--- src/rtl/pipeline_pkg.sv ---
// Shared pipeline-stage definitions: occupancy width, stage-control bundle,
// and small helpers used by every stage register built on skid buffering.
package pipeline_pkg;

  localparam int OCC_W = 2;

  // Control that every stage register sees from the hazard unit.
  typedef struct packed {
    logic flush;
    logic freeze;
  } stage_ctrl_t;

  // Either control blocks both handshakes this cycle.
  function automatic logic ctrl_blocks(input stage_ctrl_t c);
    return c.flush | c.freeze;
  endfunction

  // Held entry count from the two registered valid bits.
  function automatic logic [OCC_W-1:0] occ_count(input logic a, input logic b);
    return {1'b0, a} + {1'b0, b};
  endfunction

endpackage

--- src/rtl/pipe_entry_reg.sv ---
// One held pipeline entry: valid bit plus payload, with load (set),
// release (drop) and synchronous clear. Data holds when the entry empties
// so the downstream view stays stable while nothing is presented.
module pipe_entry_reg #(
  parameter int WIDTH = 32
) (
  input  logic             clk,
  input  logic             clr,
  input  logic             clr_data,
  input  logic             set,
  input  logic             drop,
  input  logic [WIDTH-1:0] d,
  output logic             valid,
  output logic [WIDTH-1:0] data
);

  // Clear wins over load; load wins over release; data only moves on load.
  always_ff @(posedge clk) begin
    if (clr) begin
      valid <= 1'b0;
      if (clr_data) data <= '0;
    end else if (set) begin
      valid <= 1'b1;
      data  <= d;
    end else if (drop) begin
      valid <= 1'b0;
    end
  end

endmodule

--- src/rtl/skid_stage_register.sv ---
// Two-entry skid stage register. Main entry drives the output; skid entry
// absorbs the one payload that can arrive while the downstream is stalled,
// so in_ready depends only on registered state plus flush/freeze/rst.
module skid_stage_register
  import pipeline_pkg::*;
#(
  parameter int WIDTH          = 32,
  parameter int CLEAR_ON_FLUSH = 1
) (
  input  logic             clk,
  input  logic             rst,
  input  logic             flush,
  input  logic             freeze,
  input  logic             in_valid,
  output logic             in_ready,
  input  logic [WIDTH-1:0] in_data,
  output logic             out_valid,
  input  logic             out_ready,
  output logic [WIDTH-1:0] out_data,
  output logic [OCC_W-1:0] occupancy
);

  localparam logic CLR_DATA_ON_FLUSH = (CLEAR_ON_FLUSH != 0);

  stage_ctrl_t      ctrl;
  logic             blocked;
  logic             main_valid, skid_valid;
  logic [WIDTH-1:0] main_data, skid_data;
  logic             accept, emit;
  logic             clr, clr_data;
  logic             main_set, main_drop, skid_set, skid_drop;
  logic [WIDTH-1:0] main_d;

  assign ctrl.flush  = flush;
  assign ctrl.freeze = freeze;
  assign blocked     = ctrl_blocks(ctrl) | rst;

  assign in_ready  = ~skid_valid & ~blocked;
  assign out_valid = main_valid & ~blocked;
  assign out_data  = main_data;
  assign occupancy = occ_count(main_valid, skid_valid);

  assign accept = in_valid & in_ready;
  assign emit   = out_valid & out_ready;

  // Reset always scrubs payloads; flush scrubs them only when configured to.
  assign clr      = rst | flush;
  assign clr_data = rst | (flush & CLR_DATA_ON_FLUSH);

  // Steer the two entries: skid refills main first, otherwise the new
  // payload goes to main if it is (or is becoming) free, else to skid.
  always_comb begin
    main_set  = (~main_valid & accept) | (emit & (skid_valid | accept));
    main_drop = emit & ~skid_valid & ~accept;
    main_d    = skid_valid ? skid_data : in_data;
    skid_set  = main_valid & ~emit & accept;
    skid_drop = emit & skid_valid;
  end

  pipe_entry_reg #(.WIDTH(WIDTH)) u_main (
    .clk      (clk),
    .clr      (clr),
    .clr_data (clr_data),
    .set      (main_set),
    .drop     (main_drop),
    .d        (main_d),
    .valid    (main_valid),
    .data     (main_data)
  );

  pipe_entry_reg #(.WIDTH(WIDTH)) u_skid (
    .clk      (clk),
    .clr      (clr),
    .clr_data (clr_data),
    .set      (skid_set),
    .drop     (skid_drop),
    .d        (in_data),
    .valid    (skid_valid),
    .data     (skid_data)
  );

endmodule

--- config.mk ---
export PLATFORM = sky130hd
export DESIGN_NAME = skid_stage_register
export DESIGN_NICKNAME = d
export VERILOG_FILES = /design/src/rtl/pipeline_pkg.sv /design/src/rtl/pipe_entry_reg.sv /design/src/rtl/skid_stage_register.sv
export SDC_FILE = /design/constraint.sdc
export NUM_CORES = 1
export LEC_CHECK = 0
export ABC_AREA = 1
export CAP_MARGIN = 5
export CORE_MARGIN = 1.5
export CORE_UTILIZATION = 45
export CTS_BUF_LIST = sky130_fd_sc_hd__clkbuf_4
export DETAILED_ROUTE_END_ITERATION = 8
export GPL_ROUTABILITY_DRIVEN = 0
export PLACE_DENSITY_LB_ADDON = 0.15
export SYNTH_ARGS = -nofsm -noshare
export SYNTH_HDL_FRONTEND = slang
export SYNTH_SLANG_ARGS = --single-unit
--- constraint.sdc ---
create_clock -name clk -period 1.5 [get_ports clk]
set_input_delay 0.225 -clock clk [delete_from_list [all_inputs] [get_ports clk]]
set_output_delay 0.225 -clock clk [all_outputs]
set_load 0.005 [all_outputs]
## Yosys cells after proc, flatten, opt, wreduce, memory -nomap -nowiden

Cells that the tools add are included.

| operators by class | value |
|---|---|
| $add $sub $neg | 1 |
| mux-type cells | 5 |
| bitwise gates (word level) | 21 |
| reduce and logical (&&, ||, !) cells | 2 |

Operators with widths:

| operator | count |
|---|---|
| 32-bit two-way mux | 1 |
| 1-bit AND | 11 |
| 1-bit inverter | 5 |
| 1-bit bitwise OR | 5 |
| 1-bit two-way mux | 4 |
| 2-bit nonzero test | 2 |
| 1-bit by 1-bit adder with 2-bit output | 1 |

| word-level totals | value |
|---|---|
| register bits after elaboration | 66 |
| input bits | 38 |
| logic and storage cells | 33 |

## Longest topological paths before layout

Gate-level depths: netlist of the first run.

| logic depth | value |
|---|---|
| depth in word-level cells | 9 |
| mapped depth | 10 |
| mapped depth without buffers | 8 |

## Modules after synthesis

From an unflattened synthesis of the first run, not the netlist that was laid out.

| unflattened totals | value |
|---|---|
| cells, all modules | 342 |
| area total of the unflattened synthesis | 3128.0 µm² |

By module, submodules not included:

| module | times used | cells each | area each (µm²) | sequential area each (µm²) |
|---|---|---|---|---|
| pipe_entry_reg | 2 | 108 | 1298.7 | 980.9 |
| skid_stage_register | 1 | 126 | 530.5 | 0.0 |

## Worst setup path after synthesis of the first run

Ideal clock, no wire load.

| timing path | value |
|---|---|
| kind | flip-flop to flip-flop |
| from | reg u_skid.valid |
| to | reg u_main.data[23] |
| library setup time | 0.115 ns |
| arrival time | 1.163 ns |
| data required time | 1.385 ns |
| setup slack | 0.222 ns |
| stages on the path, launching flop included | 7 |
| cell sequence | dfxtp_1 > buf_2 > nand3_1 > buf_2 > buf_2 > a21oi_1 > nor2_1 |

| between the ends | value |
|---|---|
| longest elaborated chain between the ends | 6 |
| elaborated cells between the ends (all ways) | 8 |

RTL lines:

| element | line | text |
|---|---|---|
| start, declared | pipe_entry_reg.sv:13 | `output logic valid,` |
| start signal, assigned | pipe_entry_reg.sv:20 | `valid <= 1'b0;` |
| start signal, assigned | pipe_entry_reg.sv:23 | `valid <= 1'b1;` |
| start signal, assigned | pipe_entry_reg.sv:26 | `valid <= 1'b0;` |
| 1-bit inverter | skid_stage_register.sv:38 | `assign in_ready = ~skid_valid & ~blocked;` |
| 1-bit AND | skid_stage_register.sv:38 |  |
| 1-bit AND | skid_stage_register.sv:43 | `assign accept = in_valid & in_ready;` |
| 1-bit bitwise OR | skid_stage_register.sv:53 | `main_set = (~main_valid & accept) \| (emit & (skid_valid \| accept));` |
| 1-bit AND | skid_stage_register.sv:53 |  |
| 1-bit bitwise OR | skid_stage_register.sv:53 |  |
| end signal, assigned | pipe_entry_reg.sv:21 | `if (clr_data) data <= '0;` |
| end signal, assigned | pipe_entry_reg.sv:24 | `data <= d;` |
| end, declared | pipe_entry_reg.sv:14 | `output logic [WIDTH-1:0] data` |

Parallel ways exist; a longest one is shown, timed or not.
A chain may end at the register's enable or synchronous reset.

## Worst setup path in the final report of the first run

| timing path | value |
|---|---|
| from | reg u_main.valid |
| to | reg u_skid.data[5] |

| between the ends | value |
|---|---|
| longest elaborated chain between the ends | 5 |

RTL lines:

| element | line | text |
|---|---|---|
| start, declared | pipe_entry_reg.sv:13 |  |
| start signal, assigned | pipe_entry_reg.sv:20 |  |
| start signal, assigned | pipe_entry_reg.sv:23 |  |
| start signal, assigned | pipe_entry_reg.sv:26 |  |
| 1-bit AND | skid_stage_register.sv:39 | `assign out_valid = main_valid & ~blocked;` |
| 1-bit AND | skid_stage_register.sv:44 | `assign emit = out_valid & out_ready;` |
| 1-bit inverter | skid_stage_register.sv:56 | `skid_set = main_valid & ~emit & accept;` |
| 1-bit AND (*) (2 in series) | skid_stage_register.sv:56 |  |
| end signal, assigned | pipe_entry_reg.sv:21 |  |
| end signal, assigned | pipe_entry_reg.sv:24 |  |
| end, declared | pipe_entry_reg.sv:14 |  |

Every way passes the cells marked *; elsewhere a longest branch is shown, timed or not.

==> reports/qor.tcl, run 1 <==
set qor(run_status) {completed}
set qor(cts.sink_count) 66
set qor(postSynthRegisterBits) 66
set qor(netSwitchingFraction_pct) 23.7
set qor(area.growth.synth_to_final_pct) 36.9
set qor(report.final.setup_viol) 0
set qor(ys.flop_type) {sky130_fd_sc_hd__dfxtp_1}
set qor(postSynthNetCount) 547
set qor(power_density_mw_per_mm2) 736
set qor(ranking_of_synthesized_cells_by_area) {sky130_fd_sc_hd__dfxtp_1 (41%), sky130_fd_sc_hd__nand2_1 (15%), sky130_fd_sc_hd__nor2_1 (12%)}
set qor(cts_buffer_depth) 2
set qor(rsz_0062_raised_after_global_routing) {yes}
set qor(max_slew_margin_pct) 64.4
set qor(post_dp_cell_area_mm2) 0.00400
set qor(layout.filler_cells) 644
set qor(async_reset_ff_share_pct) 0
set qor(post-synth-top-area-cell) {sky130_fd_sc_hd__dfxtp_1}
set qor(timing_worst_setup_path_type) {reg -> reg}
set qor(power.switching_w) 0.000762
set qor(min_path_type) {in -> reg}
set qor(global_route.usage.total_pct) 19.3
set qor(tritoncts_buffer_count) 9
set qor(floorplan.io_pins) 74
set qor(crit_path_slowest_cell) {sky130_fd_sc_hd__dfxtp_2}
set qor(clock_power_share_pct) 35.5
set qor(synthesized_area_mm2) 0.00320
set qor(timing_max_transition_violations_final) 0
set qor(grt_pass1_vias) 2682
set qor(place.detailed.hpwl_mm) 4.49
set qor(period_share_pct) 97.6
set qor(io_buffers) 73
set qor(grt_start_max_net_pins) 52
set qor(avg_cell_area_syn_um2) 6.29
set qor(cp_slowest_stage_delay_ns) 0.35
set qor(max_freq_mhz) 683
set qor(floorplan.initialDensity_pct) 46.8
set qor(stdcell_area_mm2) 0.00438
set qor(antenna_cells) 0
set qor(worstPathBufferInverterCount) 5
set qor(clk_pin_slew_worst_paths_ns) 0.11
set qor(drcViolationCount) 0
set qor(overflow) 0
set qor(syn-instance-count) 508
set qor(drt_iter0_drc) 131
set qor(avgRoutedWirePerCell_um) 10.8
set qor(finClkSkew_ns) 0.0203
set qor(worst_ir_drop_vdd_uv) 420
set qor(horizontal_extent_of_the_die_um) 87.3
set qor(routed_via_density) 4.58
set qor(intPower_w) 0.00246
set qor(ctsRootBufferMaster) {sky130_fd_sc_hd__clkbuf_4}
set qor(insertion_delay_of_the_later_clocked_pin_in_the_worst_skew_pair_ns) 0.40
set qor(met1_usage_grt_pct) 23.8
set qor(final_layout_size_suffix_gt1_share_pct) 14.0
set qor(drt_pre_antenna_iters) 4
set qor(synth_cell_type_count) 18
set qor(synth_sequential_area_ratio_pct) 41.3
set qor(dr_total_vias) 3131
set qor(std_cell_rows) 30
set qor(hold_viol) 0
set qor(routed_wl_mm) 7.39
set qor(num-nets-final) 622
set qor(power.share.combinational_pct) 9.5
set qor(pwr-share-seq_pct) 55.0
set qor(route.antenna.remaining_nets) 0
set qor(grt_first_pass_wirelength_mm) 11.6
set qor(number_of_antenna_violations_at_the_first_check_in_global_routing) 0
set qor(use_met3_pct) 4.27
set qor(share_of_the_core_filled_with_cells_pct) 64.0
set qor(worstSetupStartpointType) {register}
set qor(worst_ep_required_time_ns) 1.80
set qor(tritoncts_clock_tree) {yes}
set qor(p_leak_nw) 2.27
set qor(worstPathArrival_ns) 1.76
set qor(yosysWarnings) 0
set qor(drv.max_cap_violation_count) 0
set qor(global_route.usage.met2_pct) 32.5
set qor(minimum_clock_period_ns) 1.46
set qor(die-area_mm2) 0.00762
set qor(die_height_um) 87.3
set qor(synthTopCellsByCount) {sky130_fd_sc_hd__nand2_1 (131), sky130_fd_sc_hd__nor2_1 (98), sky130_fd_sc_hd__inv_1 (71), sky130_fd_sc_hd__dfxtp_1 (66), sky130_fd_sc_hd__nand3_1 (36)}
set qor(placeableCoreArea_mm2) 0.00683
set qor(hold_buffers) 0
set qor(grt-busiest-layer) {met2}
set qor(fin_total_pwr_w) 0.00322
set qor(tightest_slew_ns) 0.534
set qor(h-tree-depth) 3
set qor(end_kind) {register}
set qor(crit_chain) {buf_6, inv_1, o21bai_4, buf_6, nor2_4, buf_12, clkbuf_16, nand2_1, nand2_1, nor2_1}
set qor(timing.critical_path.fanout_max) 5
set qor(count_of_flip_flops_with_a_built_in_enable_after_synthesis) 0
set qor(worst_path_dominant_cell_family) {buffers and inverters}
set qor(synth.most_common_cell) {sky130_fd_sc_hd__nand2_1}
set qor(yosys.area.top_type_share_pct) 41.3
set qor(whs_ns) 0.435
[power by group through the flow]
stage	clock [W]	sequential (W)	combinational (W)
after CTS	0.00119	0.00177	0.000305
after floorplan	0	0.00181	0.000137
after detailed placement	0	0.00181	0.000294
final	0.00114	0.00177	0.000305
after global placement	0	0.00181	0.000292
after global routing	0.00125	0.00177	0.000341
[registers in the layout, summed over array words and instances (netlist names)]
| name | cells |
|---|---|
| u_main.data | 32 |
| u_skid.valid | 1 |
| u_main.valid | 1 |
| u_skid.data | 32 |
[cell usage in the layout (no fill, tap or decap), types with 2 or more instances in the layout]
master	count
sky130_fd_sc_hd__clkinv_2	2
sky130_fd_sc_hd__nor2_4	2
sky130_fd_sc_hd__dfxtp_1	35
sky130_fd_sc_hd__nand3_2	2
sky130_fd_sc_hd__dfxtp_2	31
sky130_fd_sc_hd__a21oi_1	33
sky130_fd_sc_hd__clkdlybuf4s15_1	2
sky130_fd_sc_hd__dlygate4sd2_1	3
sky130_fd_sc_hd__nor2_1	98
sky130_fd_sc_hd__clkbuf_4	11
sky130_fd_sc_hd__dlymetal6s2s_1	21
sky130_fd_sc_hd__clkbuf_16	2
sky130_fd_sc_hd__clkdlybuf4s50_1	45
sky130_fd_sc_hd__buf_6	5
sky130_fd_sc_hd__o21ai_0	32
sky130_fd_sc_hd__buf_4	15
sky130_fd_sc_hd__nand2_1	129
sky130_fd_sc_hd__inv_1	71
sky130_fd_sc_hd__nand2_2	3
sky130_fd_sc_hd__inv_2	2
sky130_fd_sc_hd__nand3_1	34
sky130_fd_sc_hd__buf_12	3
[final timing paths]
path | start | end | slack [ns] | depth (start not counted)
max reg2reg | u_main.valid$_SDFFE_PP0P_ | u_skid.data[5]$_SDFFE_PP0P_ | 0.04 | 10
min | in_data[8] | u_skid.data[8]$_SDFFE_PP0P_ | 0.43 | 5
min reg2reg | u_skid.data[6]$_SDFFE_PP0P_ | u_skid.data[6]$_SDFFE_PP0P_ | 0.49 | 2
max | u_main.valid$_SDFFE_PP0P_ | u_skid.data[5]$_SDFFE_PP0P_ | 0.04 | 10
[routing by layer]
metal / vias to the layer above / share of wire (%) / wire (um)
met2: 72 / 46 / 3370
met3: 11 / 5.3 / 394
met5: - / 0 / 0
met1: 1368 / 47 / 3500
li1: 1680 / - / -
met4: 0 / 1.7 / 122
[per-stage QoR]
step | cells | setup slack, ns | setup TNS (ns)
global route | 683 | -0.0169 | -0.120
global placement | 657 | -0.301 | -16.87
detailed placement | 657 | -0.335 | -17.75
finish | 683 | 0.0367 | 0
CTS | 678 | 0.000850 | 0
floorplan | 508 | 0.222 | 0
[logic make-up after synthesis]
group | Yosys count | synth area share, %
simple gates | 268 | 33.3
buf+inv | 107 | 14.5
flops | 66 | 41.3
compound gates | 66 | 10.5
fa+ha+maj | 1 | 0.391
[worst reg2reg max path, stage by stage, from the launching register on]
cell	delay, ns
sky130_fd_sc_hd__dfxtp_2	0.35
sky130_fd_sc_hd__buf_6	0.09
sky130_fd_sc_hd__inv_1	0.03
sky130_fd_sc_hd__o21bai_4	0.17
sky130_fd_sc_hd__buf_6	0.12
sky130_fd_sc_hd__nor2_4	0.18
sky130_fd_sc_hd__buf_12	0.15
sky130_fd_sc_hd__clkbuf_16	0.14
sky130_fd_sc_hd__nand2_1	0.05
sky130_fd_sc_hd__nand2_1	0.05
sky130_fd_sc_hd__nor2_1	0.04
[layout make-up]
cell class / count / area (um2) / area share (%)
flip-flops and latches: 66 / 1360 / 31.1
multi-input cells: 335 / 1440 / 32.9
clock buffers: 11 / 82.6 / 1.89
well taps: 96 / 120 / 2.75
clock inverters: 4 / 43.8 / 1.00
inverters: 73 / 274 / 6.26
repair buffers: 98 / 1050 / 24.1
[what timing repair did]
item / in CTS / in global routing
resized for setup: 20 / 51
setup buffers: 6 / 1
setup endpoints to repair: 12 / 46
endpoints found under the hold margin: 0 / 0
gates cloned: 0 / 4
pin swaps: 1 / 1
Power figures use the tool's default switching activity.
==> run 2, diff against run 1 <==
- PLACE_DENSITY: not set -> 0.84
- PLACE_DENSITY_LB_ADDON: 0.15 -> not set
==> run 2 against run 1 <==
  * Clock skew shrank 0.012 ns
  * Via count grew 2.7%
  * Flip-flop and latch count unchanged
  * Global-route usage is 0.25 points higher
  * Hold slack improved by 0.0097 ns
  * Maximum frequency rose by 0.21%
  * Sequential power about the same
  * Critical path type is now reg -> out
  * Largest power group unchanged
==> reports/qor.tcl, run 2 (same netlist as run 1, synthesis figures left out) <==
set qor(horizontal_extent_of_the_die_um) 87.3 ;# unchanged
set qor(tightest_slew_ns) 0.580 ;# was 0.534 ns
set qor(crit_chain) {clkdlybuf4s50_1} ;# was buf_6, inv_1, o21bai_4, buf_6, nor2_4, buf_12, clkbuf_16, nand2_1, nand2_1, nor2_1
set qor(ctsRootBufferMaster) {sky130_fd_sc_hd__clkbuf_4} ;# unchanged
set qor(drt_iter0_drc) 56 ;# was 131
set qor(timing.critical_path.fanout_max) 2 ;# was 5
set qor(max_slew_margin_pct) 61.3 ;# was 64.4%
set qor(hold_viol) 0 ;# unchanged
set qor(grt_pass1_vias) 2903 ;# was 2682
set qor(timing_worst_setup_path_type) {reg -> out} ;# was reg -> reg
set qor(grt_first_pass_wirelength_mm) 11.9 ;# was 11.6 mm
set qor(crit_path_slowest_cell) {sky130_fd_sc_hd__clkdlybuf4s50_1} ;# was sky130_fd_sc_hd__dfxtp_2
set qor(share_of_the_core_filled_with_cells_pct) 64.6 ;# was 64.0%
set qor(tritoncts_clock_tree) {yes} ;# unchanged
set qor(report.final.setup_viol) 0 ;# unchanged
set qor(tritoncts_buffer_count) 9 ;# unchanged
set qor(num-nets-final) 624 ;# was 622
set qor(insertion_delay_of_the_later_clocked_pin_in_the_worst_skew_pair_ns) 0.39 ;# was 0.40 ns
set qor(worstPathArrival_ns) 1.24 ;# was 1.76 ns
set qor(routed_wl_mm) 7.67 ;# was 7.39 mm
set qor(antenna_cells) 0 ;# unchanged
set qor(floorplan.initialDensity_pct) 46.8 ;# unchanged
set qor(tns_ns) 0 ;# unchanged
set qor(grt_start_max_net_pins) 59 ;# was 52
set qor(p_leak_nw) 2.23 ;# was 2.27 nW
set qor(run_status) {completed} ;# unchanged
set qor(worst_ir_drop_vdd_uv) 428 ;# was 420 uV
set qor(worstPathBufferInverterCount) 1 ;# was 5
set qor(drv.max_cap_violation_count) 0 ;# unchanged
set qor(worstSetupStartpointType) {register} ;# unchanged
set qor(whs_ns) 0.444 ;# was 0.435 ns
set qor(drt_pre_antenna_iters) 4 ;# unchanged
set qor(timing_max_transition_violations_final) 0 ;# unchanged
set qor(area.growth.synth_to_final_pct) 38.1 ;# was 36.9%
set qor(floorplan.io_pins) 74 ;# unchanged
set qor(overflow) 0 ;# unchanged
set qor(origin_of_the_critical_flop_to_flop_path) {u_skid.valid$_SDFFE_PP0P_} ;# was u_main.valid$_SDFFE_PP0P_
set qor(avgRoutedWirePerCell_um) 11.2 ;# was 10.8 um
set qor(finClkSkew_ns) 0.00785 ;# was 0.0203 ns
set qor(min_path_type) {in -> reg} ;# unchanged
set qor(cts.sink_count) 66 ;# unchanged
set qor(global_route.usage.total_pct) 19.6 ;# was 19.3%
set qor(place.detailed.hpwl_mm) 4.86 ;# was 4.49 mm
set qor(die-area_mm2) 0.00762 ;# unchanged
set qor(timing.critical_path.from) {u_main.data[3]$_SDFFE_PP0P_} ;# was u_main.valid$_SDFFE_PP0P_
set qor(max_freq_mhz) 685 ;# was 683 MHz
set qor(layout.cells.most_common) {sky130_fd_sc_hd__nand2_1} ;# unchanged
set qor(final_layout_size_suffix_gt1_share_pct) 13.6 ;# was 14.0%
set qor(minimum_clock_period_ns) 1.46 ;# about the same
set qor(period_share_pct) 97.4 ;# was 97.6%
set qor(dr_total_vias) 3216 ;# was 3131
set qor(worst_hold_startpoint) {in_data[2]} ;# was in_data[8]
set qor(h-tree-depth) 3 ;# unchanged
set qor(drcViolationCount) 0 ;# unchanged
set qor(clk_pin_slew_worst_paths_ns) 0.10 ;# was 0.11 ns
set qor(routed_via_density) 4.69 ;# was 4.58
set qor(std_cell_rows) 30 ;# unchanged
set qor(io_buffers) 73 ;# unchanged
set qor(cts_buffer_depth) 2 ;# unchanged
set qor(power_density_mw_per_mm2) 721 ;# was 736 mW/mm2
set qor(end_kind) {primary output} ;# was register
set qor(placeableCoreArea_mm2) 0.00683 ;# unchanged
set qor(layout.cells.most_common_list) {sky130_fd_sc_hd__nand2_1 (129), sky130_fd_sc_hd__nor2_1 (98), sky130_fd_sc_hd__inv_1 (70)} ;# was sky130_fd_sc_hd__nand2_1 (129), sky130_fd_sc_hd__nor2_1 (98), sky130_fd_sc_hd__inv_1 (71)
set qor(worst_ep_required_time_ns) 1.27 ;# was 1.80 ns
set qor(worst_path_dominant_cell_family) {buffers and inverters} ;# unchanged
set qor(cp_slowest_stage_delay_ns) 0.49 ;# was 0.35 ns
set qor(route.antenna.remaining_nets) 0 ;# unchanged
set qor(number_of_antenna_violations_at_the_first_check_in_global_routing) 0 ;# unchanged
set qor(die_height_um) 87.3 ;# unchanged
set qor(reg_top3) {u_main.data: 32 flops, u_skid.data: 32 flops} ;# unchanged
-- run 2: cell count changes in the layout (fill, tap and decap cells not counted), moves of 2 or more --
cell	change
sky130_fd_sc_hd__buf_12	+3
sky130_fd_sc_hd__clkbuf_4	-2
sky130_fd_sc_hd__clkdlybuf4s15_1	-2
sky130_fd_sc_hd__clkdlybuf4s50_1	+4
sky130_fd_sc_hd__dfxtp_1	+5
sky130_fd_sc_hd__dfxtp_2	-6
sky130_fd_sc_hd__dlygate4sd2_1	+3
sky130_fd_sc_hd__dlymetal6s2s_1	-5
-- run 2: where the power goes --
group / switching, W / total, W / leakage, nW / internal [W]
registers: 0.00000661 / 0.00177 / 0.545 / 0.00176
logic: 0.000141 / 0.000301 / 1.61 / 0.000160
clock network: 0.000622 / 0.00111 / 0.0706 / 0.000489
total: 0.000769 / 0.00318 / 2.23 / 0.00241
-- run 2: area by class of cell --
cell class,instances,area (um2)
fillers,635,2420
multi-input cells,335,1440
flip-flops and latches,66,1360
repair buffers,100,1100
inverters,73,274
well taps,96,120
clock buffers,9,67.6
clock inverters,7,60.1
-- run 2: tightest hold or removal path: stages --
cell and delay [ns]:
sky130_fd_sc_hd__clkdlybuf4s50_1 0.39, sky130_fd_sc_hd__inv_1 0.06, sky130_fd_sc_hd__nand2_1 0.05, sky130_fd_sc_hd__nand2_1 0.05, sky130_fd_sc_hd__nor2_1 0.03
-- run 2: routing by layer --
layer	vias to the layer above	GRT usage, %	part of all wire [%]
met5	-	0	0
met4	0	8.51	1.7
met3	13	4.17	4.7
met2	84	35.3	50
met1	1431	22.0	44
li1	1688	-	-
-- run 2: worst paths after layout --
kind	slack, ns	endpoint	cells past startpoint
setup / recovery	0.04	out_data[3]	1
hold / removal	0.44	u_skid.data[2]$_SDFFE_PP0P_	5
setup reg to reg	0.05	u_skid.data[12]$_SDFFE_PP0P_	11
hold reg to reg	0.49	u_skid.data[7]$_SDFFE_PP0P_	2
-- run 2: timing repair --
item	in CTS	in global routing
endpoints found under the setup margin	16	62
hold buffers	0	0
gates cloned	0	3
setup buffers	5	4
pin swaps	1	2
hold endpoints to repair	0	0
resized for setup	25	39
-- run 2: stage by stage --
stage	setup WS, ns	power, W	instances	cell area [um2]
2_1_floorplan	0.222	0.00195	508	3200
3_5_place_dp	-0.380	0.00211	659	4070
3_3_place_gp	-0.329	0.00211	659	4070
4_1_cts	0.000277	0.00321	680	4240
5_1_grt	-0.0332	0.00331	686	4410
6_report	0.0397	0.00318	686	4410
